[src/rtl/mem_port_arbiter.sv]
// mem_port_arbiter
//   Shares a single memory port between instruction fetch (IF) and load/store
//   (MEM). One requester is granted at a time. Its transaction is latched onto
//   the m_* port, and the arbiter waits for a variable-latency m_ready. The
//   result is then returned with a one-cycle done pulse. MEM normally wins a
//   contested grant. After MAX_MEM_STREAK contested MEM wins in a row, IF is
//   served, so IF cannot starve. An optional timeout aborts a transaction
//   that never completes.
//
// Ports
//   clk, rst                 clock, asynchronous active-high reset
//   if_req/if_addr           fetch request level and address
//   if_rdata/if_done         fetched word and its one-cycle completion pulse
//   mem_req/mem_we/mem_addr/mem_wdata   load/store request
//   mem_rdata/mem_done       load data and its one-cycle completion pulse
//   m_req/m_we/m_addr/m_wdata           memory-side request (registered)
//   m_ready/m_rdata          memory completion and read data (same cycle)
//   err                      set together with a done pulse when that access timed out
//   stall_if/stall_mem       combinational stalls into the pipeline control
module mem_port_arbiter #(
  parameter int ADDR_W         = 32,
  parameter int DATA_W         = 32,
  parameter int MAX_MEM_STREAK = 2,
  parameter int TIMEOUT        = 64
) (
  input  logic              clk,
  input  logic              rst,
  input  logic              if_req,
  input  logic [ADDR_W-1:0] if_addr,
  output logic [DATA_W-1:0] if_rdata,
  output logic              if_done,
  input  logic              mem_req,
  input  logic              mem_we,
  input  logic [ADDR_W-1:0] mem_addr,
  input  logic [DATA_W-1:0] mem_wdata,
  output logic [DATA_W-1:0] mem_rdata,
  output logic              mem_done,
  output logic              m_req,
  output logic              m_we,
  output logic [ADDR_W-1:0] m_addr,
  output logic [DATA_W-1:0] m_wdata,
  input  logic              m_ready,
  input  logic [DATA_W-1:0] m_rdata,
  output logic              err,
  output logic              stall_if,
  output logic              stall_mem
);

  typedef enum logic [1:0] {S_IDLE, S_BUSY, S_DONE} state_t;
  typedef enum logic {OWN_IF, OWN_MEM} owner_t;

  localparam logic [3:0] STREAK_LIMIT = 4'(MAX_MEM_STREAK);
  localparam logic [7:0] TO_LAST      = 8'(TIMEOUT - 1);

  state_t            state_q, state_d;
  owner_t            owner_q, owner_d;
  logic [3:0]        streak_q, streak_d;
  logic [7:0]        busy_cnt_q, busy_cnt_d;
  logic              m_req_q, m_req_d;
  logic              m_we_q, m_we_d;
  logic [ADDR_W-1:0] m_addr_q, m_addr_d;
  logic [DATA_W-1:0] m_wdata_q, m_wdata_d;
  logic [DATA_W-1:0] if_rdata_q, if_rdata_d;
  logic [DATA_W-1:0] mem_rdata_q, mem_rdata_d;
  logic              if_done_q, if_done_d;
  logic              mem_done_q, mem_done_d;
  logic              err_q, err_d;
  logic              grant_mem;

  // Streak counter saturates instead of wrapping so a long MEM burst can
  // never look like a fresh streak.
  function automatic logic [3:0] sat_inc4(input logic [3:0] v);
    sat_inc4 = (v == 4'hF) ? 4'hF : v + 4'd1;
  endfunction

  always_ff @(posedge clk or posedge rst) begin
    if (rst) begin
      state_q     <= S_IDLE;
      owner_q     <= OWN_IF;
      streak_q    <= '0;
      busy_cnt_q  <= '0;
      m_req_q     <= 1'b0;
      m_we_q      <= 1'b0;
      m_addr_q    <= '0;
      m_wdata_q   <= '0;
      if_rdata_q  <= '0;
      mem_rdata_q <= '0;
      if_done_q   <= 1'b0;
      mem_done_q  <= 1'b0;
      err_q       <= 1'b0;
    end else begin
      state_q     <= state_d;
      owner_q     <= owner_d;
      streak_q    <= streak_d;
      busy_cnt_q  <= busy_cnt_d;
      m_req_q     <= m_req_d;
      m_we_q      <= m_we_d;
      m_addr_q    <= m_addr_d;
      m_wdata_q   <= m_wdata_d;
      if_rdata_q  <= if_rdata_d;
      mem_rdata_q <= mem_rdata_d;
      if_done_q   <= if_done_d;
      mem_done_q  <= mem_done_d;
      err_q       <= err_d;
    end
  end

  // MEM wins unless IF is also waiting and MEM has already used up its streak.
  assign grant_mem = mem_req & (~if_req | (streak_q < STREAK_LIMIT));

  always_comb begin
    state_d     = state_q;
    owner_d     = owner_q;
    streak_d    = streak_q;
    busy_cnt_d  = busy_cnt_q;
    m_req_d     = m_req_q;
    m_we_d      = m_we_q;
    m_addr_d    = m_addr_q;
    m_wdata_d   = m_wdata_q;
    if_rdata_d  = if_rdata_q;
    mem_rdata_d = mem_rdata_q;
    if_done_d   = 1'b0;
    mem_done_d  = 1'b0;
    err_d       = 1'b0;

    unique case (state_q)
      S_IDLE: begin
        if (grant_mem) begin
          owner_d    = OWN_MEM;
          m_req_d    = 1'b1;
          m_we_d     = mem_we;
          m_addr_d   = mem_addr;
          m_wdata_d  = mem_wdata;
          busy_cnt_d = '0;
          streak_d   = if_req ? sat_inc4(streak_q) : 4'd0;
          state_d    = S_BUSY;
        end else if (if_req) begin
          owner_d    = OWN_IF;
          m_req_d    = 1'b1;
          m_we_d     = 1'b0;
          m_addr_d   = if_addr;
          m_wdata_d  = '0;
          busy_cnt_d = '0;
          streak_d   = 4'd0;
          state_d    = S_BUSY;
        end
      end

      S_BUSY: begin
        if (m_ready) begin
          m_req_d = 1'b0;
          state_d = S_DONE;
          if (owner_q == OWN_IF) begin
            if_rdata_d = m_rdata;
            if_done_d  = 1'b1;
          end else begin
            mem_rdata_d = m_rdata;
            mem_done_d  = 1'b1;
          end
        end else if ((TIMEOUT != 0) && (busy_cnt_q == TO_LAST)) begin
          // Abort: complete the access with zero data and flag it.
          m_req_d = 1'b0;
          err_d   = 1'b1;
          state_d = S_DONE;
          if (owner_q == OWN_IF) begin
            if_rdata_d = '0;
            if_done_d  = 1'b1;
          end else begin
            mem_rdata_d = '0;
            mem_done_d  = 1'b1;
          end
        end else begin
          busy_cnt_d = busy_cnt_q + 8'd1;
        end
      end

      // One dead cycle lets the finished requester drop or change its request
      // before it can be granted again.
      S_DONE: state_d = S_IDLE;

      default: state_d = S_IDLE;
    endcase
  end

  assign m_req     = m_req_q;
  assign m_we      = m_we_q;
  assign m_addr    = m_addr_q;
  assign m_wdata   = m_wdata_q;
  assign if_rdata  = if_rdata_q;
  assign mem_rdata = mem_rdata_q;
  assign if_done   = if_done_q;
  assign mem_done  = mem_done_q;
  assign err       = err_q;

  // A requester is released only in the cycle its own result is presented.
  assign stall_if  = if_req  & ~((state_q == S_DONE) & (owner_q == OWN_IF));
  assign stall_mem = mem_req & ~((state_q == S_DONE) & (owner_q == OWN_MEM));

endmodule

[config.mk]
export PLATFORM = sky130hd
export DESIGN_NAME = mem_port_arbiter
export DESIGN_NICKNAME = d
export VERILOG_FILES = /design/src/rtl/mem_port_arbiter.sv
export SDC_FILE = /design/constraint.sdc
export NUM_CORES = 1
export LEC_CHECK = 0
export ABC_CLOCK_PERIOD_IN_PS = 7900
export CAP_MARGIN = 40
export CORE_MARGIN = 2
export CORE_UTILIZATION = 35
export CTS_BUF_LIST = sky130_fd_sc_hd__clkbuf_16
export DETAILED_ROUTE_END_ITERATION = 8
export GPL_TIMING_DRIVEN = 0
export PLACE_DENSITY = 0.7
export SYNTH_ARGS = -nofsm -noshare
export SYNTH_HDL_FRONTEND = slang
export SYNTH_SLANG_ARGS = --single-unit
[constraint.sdc]
create_clock -name clk -period 7.9 [get_ports clk]
set_clock_uncertainty 0.1 [all_clocks]
set_input_delay 2.37 -clock clk [delete_from_list [all_inputs] [get_ports clk]]
set_output_delay 2.37 -clock clk [all_outputs]
set_load 0.01 [all_outputs]
==> out/metrics.csv <==
stage,metric,value,unit
placed_design,gpl congestion,0.801,
setup_path,max incr delay on CP,0.61,ns
timing,unrepaired setup endpoints after global routing,no,
final_layout,Antenna diodes,0,
route,total number of vias,5152,
setup_path,CP max FO,5,
clock_network,PostCTS Resize Cnt,0,
outcome,outcome,finished clean,
yosys,"Avg Cell Area, Syn",12.6,um2
die,Starting Density,0.356,
grt,initial antenna violation count,0,
timing,crit path time final,6.21,ns
setup_path,worst endpoint required time,5.43,ns
worst_hold_path,hold depth,2,
yosys,YS warnings,0,
setup_path,Worst Reg2Reg Path Length in Cells,7,
power,sequential share of power,0.356,
die,Die X,133,um
timing,fmax,161,MHz
timing,fin crit share,0.786,
grt,total track usage,0.207,
final_layout,Area growth syn-to-layout,60.2,%
final_layout,most frequent cells in the layout,"268 x clkdlybuf4s50_1, 148 x dfrtp_1, 63 x a32o_1",
yosys,Yosys top cell by area,dfrtp_1,
grt,vias in the first global route,5335,
clock_network,worst skew pair latency,0.41,ns
route,DRC,0,
yosys,Post-Syn Area,5860,um2
timing,worst setup margin,1.69,ns
yosys,number of synthesized flops with an enable pin,0,
setup_path,worst-path cell with the longest stage delay,clkdlybuf4s50_1,
yosys,syn nets,600,
power,clock share of power,0.201,
power,Internal Power,2.42,mW
yosys,part of the Yosys area used for sequential elements,0.632,
grt,largest net degree at the start of global routing,76,
yosys,"FF+latch count, synth",148,
timing,Fin. Hold Viols,0,
clock_network,Num CTS Buffers,17,
power,Worst VDD drop,0.000197,V
placed_design,placed instance area,8850,um2
yosys,top-area cell type share of the netlist area,0.632,
job,Max-Cap Viols,0,
worst_hold_path,Hold/Removal Path Class,reg -> reg,
setup_path,Startpoint Class,input port,
setup_path,crit path DAT,3.74,ns
die,FP Rows,47,
setup_path,CP endpoint kind,primary output,
clock_network,clock tree buffer depth,2,
route,DR iter-0 viols,272,
grt,Overflow after GRT,0,
final_layout,"commonest non-fill, non-tap cell in the layout",clkdlybuf4s50_1,
yosys,largest cells by area after synthesis,"dfrtp_1 63%, a32o_1 11%, mux2i_1 5.5%, a22o_1 4.9%, o21ai_0 3.1%",
clock_network,CTS H-tree depth,4,
route,first-pass iteration count of the detailed router,5,
die,number of I/O pins,269,
yosys,main flop type after synthesis,dfrtp_1,
clock_network,Root Buffer,clkbuf_16,
placed_design,DP Wirelength,13500,um
timing,slew margin rel.,0.510,
placed_design,# port buffers,268,
timing,Setup-failing EPs final,0,
die,Chip Height,133,um
timing,Worst Max-Slew Pin Slew,0.731,ns
yosys,synth unique cells,38,
clock_network,"CTS clk-pin slew, worst paths",0.06,ns
clock_network,clock tree from TritonCTS,yes,
clock_network,clock sinks,148,
die,Core Area,16500,um2
route,Final ANT Viol Nets,0,
route,Via density,5.23,
yosys,cells after synthesis,464,
setup_path,type of the worst setup path,in -> out,
die,die area,17800,um2
clock_network,# Post-CTS Setup Buffers,0,
power,"Power, Total",3.68,mW
power,combinational share of power,0.442,
route,total wire length,18100,um
grt,first-pass GRT wire length,28600,um
power,leakage,4.02,nW
timing,Slew Limit Fails,0,
power,power density cells,392,nW/um2
setup_path,crit-path most repeated cell,clkdlybuf4s50_1,
setup_path,worst-path cell chain,"clkdlybuf4s50_1, o31a_2, clkdlybuf4s50_1",
clock_network,Post-CTS Hold Buffers,0,
power,Switching Share,0.342,
route,routed len/inst,18.4,um
power,P_sw,1.26,mW
final_layout,fin nets,888,
yosys,async set-reset flop share out of synthesis,1.00,
placed_design,Place WS,1.72,ns
final_layout,share of post-route cells with drive strength above 1,0.0536,
final_layout,Finished Cell Area,9390,um2
==> worst paths after layout <==
kind / startpoint / endpoint / slack [ns]
max: if_req / stall_if / 1.69
max reg2reg: busy_cnt_q[0]$_DFFE_PP0P_ / mem_rdata[20]$_DFFE_PP0P_ / 5.56
max in group asynchronous: rst / m_addr[2]$_DFFE_PP0P_ / 4.55
min reg2reg: m_addr[0]$_DFFE_PP0P_ / m_addr[0]$_DFFE_PP0P_ / 0.38
min in group asynchronous: rst / mem_rdata[13]$_DFFE_PP0P_ / 2.33
min: m_addr[0]$_DFFE_PP0P_ / m_addr[0]$_DFFE_PP0P_ / 0.38
==> kinds of logic (layout without fill, tap and decap cells) <==
group           after synthesis  in the layout  share of synthesized area
compound gates              154            154                      0.214
fa+ha+maj                     2              2                    0.00427
buf+inv                      49            350                     0.0337
flops                       148            148                      0.632
mux                          32             32                     0.0546
simple gates                 79             79                     0.0615
==> layout make-up <==
type	instances	area, um2
repair buffers	269	2710
clock inverters	15	115
multi-input cells	267	1960
clock buffers	17	425
well taps	220	275
fillers	1342	7070
flip-flops and latches	148	3700
plain buffers	42	171
inverters	7	31.3
==> power by group through the flow <==
stage               clock network, mW  registers [mW]  logic (mW)
floorplan                           0            1.43       0.575
global placement                    0            1.30        1.61
detailed placement                  0            1.32        1.64
CTS                             0.753            1.31        1.65
global route                    0.790            1.35        1.75
finish                          0.740            1.31        1.63
==> cell usage after synthesis, drive strengths merged, types with 2 or more instances <==
cell type,n
a21oi,2
o22ai,4
o21ai,37
nand2,44
clkbuf,33
nor2,5
nor2b,2
nand3,15
inv,6
a22o,33
mux2i,32
a31oi,6
and2,2
o2bb2ai,2
dfrtp,148
ha,2
a31o,2
and3,2
o31a,2
a32o,63
buf,9
==> sequential cells by signal (all words and copies together), names as in the netlist <==
| name | flops |
|---|---|
| m_req | 1 |
| owner_q | 1 |
| if_rdata | 32 |
| mem_rdata | 32 |
| state_q | 2 |
| m_addr | 32 |
| busy_cnt_q | 8 |
| if_done | 1 |
| mem_done | 1 |
| streak_q | 4 |
| err | 1 |
| m_we | 1 |
| m_wdata | 32 |
==> routing by layer <==
layer / GRT usage / share of wire / up-vias
li1: - / - / 2341
met5: 0 / 0 / -
met4: 0.0556 / 0.017 / 0
met2: 0.345 / 0.49 / 254
met3: 0.0799 / 0.096 / 20
met1: 0.253 / 0.40 / 2537
==> per-stage QoR <==
stage	cells	setup TNS (ns)	util	hold WS (ns)
final	985	0	0.570	0.378
after global routing	985	0	0.570	0.404
after CTS	985	0	0.570	0.382
after detailed placement	953	0	0.538	0.369
after global placement	952	-49.08	0.536	0.364
after floorplan	464	0	-	0.373
==> worst max-delay path: cells and delay by family <==
family | cells | cell delay [ns]
AOI/OAI and AO/OA | 1 | 0.19
buffers and inverters | 2 | 1.17
Note: power is estimated with default switching activity, not from simulation.
